==> src/rtl/bus_tx_queue_pkg.sv <==
// Shared types and defaults for the bus transmit queue.
// FSM state encoding and the default data width used by all bus_tx_queue files.
package bus_tx_queue_pkg;

  localparam int unsigned DEF_N = 8;

  typedef enum logic [1:0] {
    IDLE    = 2'd0,
    REQUEST = 2'd1,
    YIELD   = 2'd2
  } state_t;

endpackage

==> src/rtl/bus_tx_queue_sync_fifo.sv <==
// Synchronous FIFO for the transmit queue.
// Holds the storage, the wrapping pointers, a separate word counter and the sticky overflow flag.
module bus_tx_queue_sync_fifo
  import bus_tx_queue_pkg::*;
#(
  parameter int unsigned N     = DEF_N,
  parameter int unsigned DEPTH = 4
) (
  input  logic                       clk,
  input  logic                       rst,
  input  logic                       wr_en,
  input  logic [N-1:0]               wr_data,
  input  logic                       rd_en,
  output logic [N-1:0]               rd_data,
  output logic                       wr_accept,
  output logic                       full,
  output logic                       empty,
  output logic [$clog2(DEPTH):0]     count,
  output logic                       overflow
);

  localparam int unsigned AW = $clog2(DEPTH);
  localparam int unsigned CW = AW + 1;

  logic [N-1:0]  mem [DEPTH];
  logic [AW-1:0] wr_ptr;
  logic [AW-1:0] rd_ptr;
  logic          pop;

  // full is taken from the registered count, so a same-cycle pop never frees a slot for a write
  assign full      = (count == CW'(DEPTH));
  assign empty     = (count == '0);
  assign wr_accept = wr_en & ~full;
  assign pop       = rd_en & ~empty;
  assign rd_data   = mem[rd_ptr];

  always_ff @(posedge clk) begin
    if (wr_accept) mem[wr_ptr] <= wr_data;
  end

  always_ff @(posedge clk) begin
    if (rst) begin
      wr_ptr   <= '0;
      rd_ptr   <= '0;
      count    <= '0;
      overflow <= 1'b0;
    end else begin
      if (wr_accept) wr_ptr <= wr_ptr + AW'(1);
      if (pop)       rd_ptr <= rd_ptr + AW'(1);
      unique case ({wr_accept, pop})
        2'b10:   count <= count + CW'(1);
        2'b01:   count <= count - CW'(1);
        default: count <= count;
      endcase
      if (wr_en && full) overflow <= 1'b1;
    end
  end

endmodule

==> src/rtl/bus_tx_queue.sv <==
// Per-device transmit stage in front of the shared tri-state bus.
// Requests the bus while words are queued and yields for one cycle after BURST back-to-back words.
module bus_tx_queue
  import bus_tx_queue_pkg::*;
#(
  parameter int unsigned N     = DEF_N,
  parameter int unsigned DEPTH = 4,
  parameter int unsigned BURST = 2
) (
  input  logic                   clk,
  input  logic                   rst,
  input  logic                   wr_en,
  input  logic [N-1:0]           wr_data,
  output logic                   full,
  output logic                   empty,
  output logic [$clog2(DEPTH):0] count,
  output logic                   overflow,
  output logic                   req,
  input  logic                   grant,
  output logic [N-1:0]           bus_data,
  output logic                   bus_drive,
  output logic                   sent
);

  localparam int unsigned CW = $clog2(DEPTH) + 1;
  localparam int unsigned BW = (BURST > 1) ? $clog2(BURST) : 1;

  state_t        state;
  state_t        state_nxt;
  logic [BW-1:0] burst_cnt;
  logic [BW-1:0] burst_nxt;
  logic          xfer;
  logic          wr_accept;
  logic [N-1:0]  head;

  assign xfer = req & grant;

  bus_tx_queue_sync_fifo #(
    .N     (N),
    .DEPTH (DEPTH)
  ) u_fifo (
    .clk       (clk),
    .rst       (rst),
    .wr_en     (wr_en),
    .wr_data   (wr_data),
    .rd_en     (xfer),
    .rd_data   (head),
    .wr_accept (wr_accept),
    .full      (full),
    .empty     (empty),
    .count     (count),
    .overflow  (overflow)
  );

  always_ff @(posedge clk) begin
    if (rst) begin
      state     <= IDLE;
      burst_cnt <= '0;
    end else begin
      state     <= state_nxt;
      burst_cnt <= burst_nxt;
    end
  end

  // A transfer that drains the last word (with no refill) returns to IDLE before the burst limit applies
  always_comb begin
    state_nxt = state;
    burst_nxt = burst_cnt;
    unique case (state)
      IDLE: begin
        burst_nxt = '0;
        if (!empty) state_nxt = REQUEST;
      end
      REQUEST: begin
        if (!grant) begin
          burst_nxt = '0;
        end else if (count == CW'(1) && !wr_accept) begin
          state_nxt = IDLE;
          burst_nxt = '0;
        end else if (burst_cnt == BW'(BURST - 1)) begin
          state_nxt = YIELD;
          burst_nxt = '0;
        end else begin
          burst_nxt = burst_cnt + BW'(1);
        end
      end
      YIELD: begin
        burst_nxt = '0;
        state_nxt = empty ? IDLE : REQUEST;
      end
      default: begin
        state_nxt = IDLE;
        burst_nxt = '0;
      end
    endcase
  end

  always_comb begin
    req       = 1'b0;
    bus_drive = 1'b0;
    bus_data  = '0;
    req       = (state == REQUEST);
    bus_drive = req & grant;
    bus_data  = bus_drive ? head : '0;
  end

  always_ff @(posedge clk) begin
    if (rst) sent <= 1'b0;
    else     sent <= xfer;
  end

endmodule

==> config.mk <==
export PLATFORM = sky130hd
export DESIGN_NAME = bus_tx_queue
export DESIGN_NICKNAME = d
export VERILOG_FILES = /design/src/rtl/bus_tx_queue_pkg.sv /design/src/rtl/bus_tx_queue_sync_fifo.sv /design/src/rtl/bus_tx_queue.sv
export SDC_FILE = /design/constraint.sdc
export NUM_CORES = 1
export LEC_CHECK = 0
export CAP_MARGIN = 20
export CORE_ASPECT_RATIO = 1.2
export CORE_MARGIN = 2
export CORE_UTILIZATION = 55
export CTS_BUF_LIST = sky130_fd_sc_hd__clkbuf_8 sky130_fd_sc_hd__clkbuf_16
export DETAILED_ROUTE_END_ITERATION = 10
export DONT_BUFFER_PORTS = 1
export GPL_ROUTABILITY_DRIVEN = 0
export GPL_TIMING_DRIVEN = 0
export PLACE_DENSITY = 0.73
export SLEW_MARGIN = 15
export SYNTH_ARGS = -nofsm -noshare
export SYNTH_HDL_FRONTEND = slang
export SYNTH_SLANG_ARGS = --single-unit
==> constraint.sdc <==
create_clock -name clk -period 2 [get_ports clk]
set_clock_uncertainty 0.2 [all_clocks]
set_input_delay 0.3 -clock clk [delete_from_list [all_inputs] [get_ports clk]]
set_output_delay 0.3 -clock clk [all_outputs]
set_load 0.005 [all_outputs]
==> reports/metrics.csv <==
stage;metric;value;unit
setup_path;critical path's largest stage delay;0.40;ns
clock_network;worst-case clock buffer depth;2;
synthesis;number of synthesized register bits;46;
clock_network;number of CTS-inserted buffers;5;
cells_and_area;most frequent cells in the layout;edfxtp_1 (32), dfxtp_1 (11), dlygate4sd3_1 (11);
power;Lkg Pwr;0.794;nW
placed_design;placed cells;159;
drt;WL/cell;18.0;um
floorplan;die area;3910;um2
drt;detailed-route DRC error count;0;
cells_and_area;multi-input logic area;644;um2
power;peak supply drop;780;uV
synthesis;Warnings, synthesis;0;
floorplan;Die Wd;57.4;um
global_routing;vias in the first global route;1036;
synthesis;cells after synthesis;122;
floorplan;area of the core;3310;um2
cells_and_area;Finished Layout Cells;179;
cells_and_area;Register Area;1250;um2
floorplan;io pins;29;
setup_path;capture point of the worst path;u_fifo.count[2];
clock_network;TritonCTS clock tree;yes;
setup_path;WP depth;7;
sta;worst hold slack;0.0650;ns
cells_and_area;antenna cells;0;
power;Int Pwr;0.00172;W
drt;vias after detailed routing;1026;
cells_and_area;Fillers;238;
sta;period utilisation layout;98.7;%
setup_path;worst endpoint data arrival time;2.00;ns
sta;minimum clock period;1.97;ns
power;Psw;0.000599;W
outcome;status;finished, final reports clean;
setup_path;Worst Setup End Kind;register;
setup_path;R2R depth;7;
cells_and_area;area growth from synthesis to layout;19.0;%
clock_network;H-tree lvl count;2;
sta;Slew @ Worst Pin;0.473;ns
setup_path;worst flop-to-flop path startpoint;u_fifo.count[0];
clock_network;CTS clk-pin slew, worst paths;0.08;ns
global_routing;largest net degree at the start of global routing;15;
setup_path;Worst path top cell family by delay;simple AND/OR/NAND/NOR gates;
synthesis;post-synthesis sequential area ratio;65.9;%
cells_and_area;fraction of layout cells with a size suffix above 1;22.5;%
floorplan;FP Rows;23;
floorplan;initial core utilization;56.9;%
power;Clock Power Share;28.8;%
setup_path;R2R Path End;u_fifo.count[2];
clock_network;Clock Latency Late Sink;0.29;ns
setup_path;CP bufs+invs;1;
placed_design;DP HPWL;1.99;mm
global_routing;total congestion overflow;0;
setup_path;CP Cell Sequence;inv_4 > ha_4 > nor2b_4 > nor2_2 > ha_4 > or3_1 > a21oi_2;
setup_path;CP Max Fanout;6;
global_routing;Global Route Usage Sum;17.8;%
sta;f_max;506;MHz
synthesis;Net Count, Synth;143;
drt;initial drt markers;21;
cells_and_area;nets@finish;162;
power;Seq pwr share;50.6;%
setup_path;cell mode on critical path;ha_4;
setup_path;r2r setup slk;0.03;ns
clock_network;root buf cell;clkbuf_8;
sta;max_slew headroom;68.4;%
power;power per cell area;1040;nW/um2
synthesis;count of different cell masters after synthesis;26;
floorplan;die height;68.1;um
clock_network;clock sinks;46;
setup_path;Worst Setup Path Type;register to register;
placed_design;Port Buffer Count;0;
flow_run;maxcap violations;0;
setup_path;startpoint types;register;
drt;final WL;3.22;mm
setup_path;crit path launch;u_fifo.count[0];
setup_path;Critical Path RT;2.02;ns
drt;Via density;5.73;
setup_path;slowest cell on the critical path;or3_1;
global_routing;initial antenna violation count;0;
power;Logic pwr share;20.7;%
cells_and_area;most common cell after layout, fill and taps aside;edfxtp_1;
sta;fin. max-slew vios;0;
drt;DR pass1 iterations;4;
sta;Hold Violations, Final;0;
global_routing;first-pass GRT wire length;4.83;mm
sta;final setup fails;0;
synthesis;Mapped Avg Cell Area;15.4;um2
power;switching share of power;25.8;%
sta;RSZ-0062 raised after global routing;yes;
drt;post-route ant nets;0;
min_path;hold crit path type;primary input to register;
synthesis;synthesized area;1880;um2
-- layout make-up --
class / count / share of cell area, %
plain buffers: 3 / 1.68
inverters: 7 / 1.40
multi-input cells: 65 / 28.8
flip-flops and latches: 46 / 55.7
clock inverters: 3 / 1.79
well taps: 37 / 2.07
repair buffers: 13 / 5.58
clock buffers: 5 / 3.07
-- power groups by stage --
stage	combinational [W]	sequential (W)	clock, W
6_report	0.000479	0.00117	0.000668
5_1_grt	0.000528	0.00118	0.000729
4_1_cts	0.000472	0.00117	0.000680
3_5_place_dp	0.000380	0.00118	0
3_3_place_gp	0.000362	0.00117	0
2_1_floorplan	0.000306	0.00117	0
-- layer usage --
layer / global-route usage (%) / part of all wire [%] / vias up
li1: - / - / 484
met1: 20.9 / 40 / 517
met2: 29.3 / 54 / 23
met3: 6.62 / 4.9 / 2
met4: 7.85 / 0.78 / 0
met5: 0 / 0 / -
-- flip-flops by register name, summed over array words and instances, names as in the netlist, named ones only --
name             count
state                2
u_fifo.count         3
u_fifo.overflow      1
sent                 1
u_fifo.rd_ptr        2
u_fifo.wr_ptr        2
u_fifo.mem          32
burst_cnt            1
-- how the worst min path moves through the flow --
stage / startpoint / endpoint / slack, ns / cells after the start
global placement: rst / state[1] / 0.18 / 1
floorplan: rst / state[1] / 0.18 / 1
global route: rst / u_fifo.rd_ptr[1] / 0.07 / 2
detailed placement: rst / state[1] / 0.19 / 1
CTS: rst / u_fifo.rd_ptr[1] / 0.04 / 2
finish: rst / u_fifo.rd_ptr[1] / 0.06 / 2
-- logic make-up (layout without fill, tap and decap cells) --
group | Yosys count | after routing | synth area share (%)
XOR/XNOR | 3 | 3 | 1.40
flip-flops | 46 | 46 | 65.9
multiplexers | 11 | 11 | 11.2
AND/OR/NAND/NOR | 32 | 32 | 9.97
buffers and inverters | 11 | 31 | 2.39
adder cells (fa/ha/maj) | 9 | 9 | 5.98
AO/OA/AOI/OAI | 10 | 10 | 3.12
-- timing repair --
action / 4_1_cts / 5_1_grt
hold buffers: 11 / 0
setup endpoints to repair: 43 / 9
gates resized for setup: 14 / 5
pin swaps: 2 / 0
setup buffers: 2 / 0
hold endpoints to repair: 35 / 0
-- Yosys cell counts --
library cell   n  area share, %
inv_1          7            1.4
nor2b_1       10            3.3
dfxtp_1       14             15
ha_1           9            6.0
nor4b_1        1           0.47
nor2b_2        1           0.47
a211oi_1       1           0.40
o21ai_0        3           0.80
nor2_1         8            1.6
nand3b_1       1           0.40
buf_4          1           0.40
mux2_2         1           0.60
edfxtp_1      32             51
nor3_1         1           0.27
nor4_1         1           0.33
xor2_1         2           0.93
xnor2_1        1           0.47
a21oi_1        4            1.1
a21boi_1       1           0.40
and2_1         5            1.7
mux4_2         8            9.6
a31o_2         1           0.47
nor3b_1        2           0.80
mux2i_1        2            1.1
clkbuf_1       3           0.60
or3_1          2           0.66
-- through the flow --
step | TNS [ns] | setup slack [ns] | util (%) | power (W) | instance area, um2
floorplan | 0 | 0.00558 | - | 0.00147 | 1900
global placement | -0.132 | -0.132 | 58.8 | 0.00153 | 1950
detailed placement | -0.962 | -0.205 | 58.8 | 0.00156 | 1950
CTS | 0 | 0.00640 | 67.3 | 0.00232 | 2230
global route | -0.0559 | -0.0486 | 67.7 | 0.00244 | 2240
finish | 0 | 0.0253 | 67.7 | 0.00232 | 2240
No activity file was read; power rests on OpenSTA's default activity.
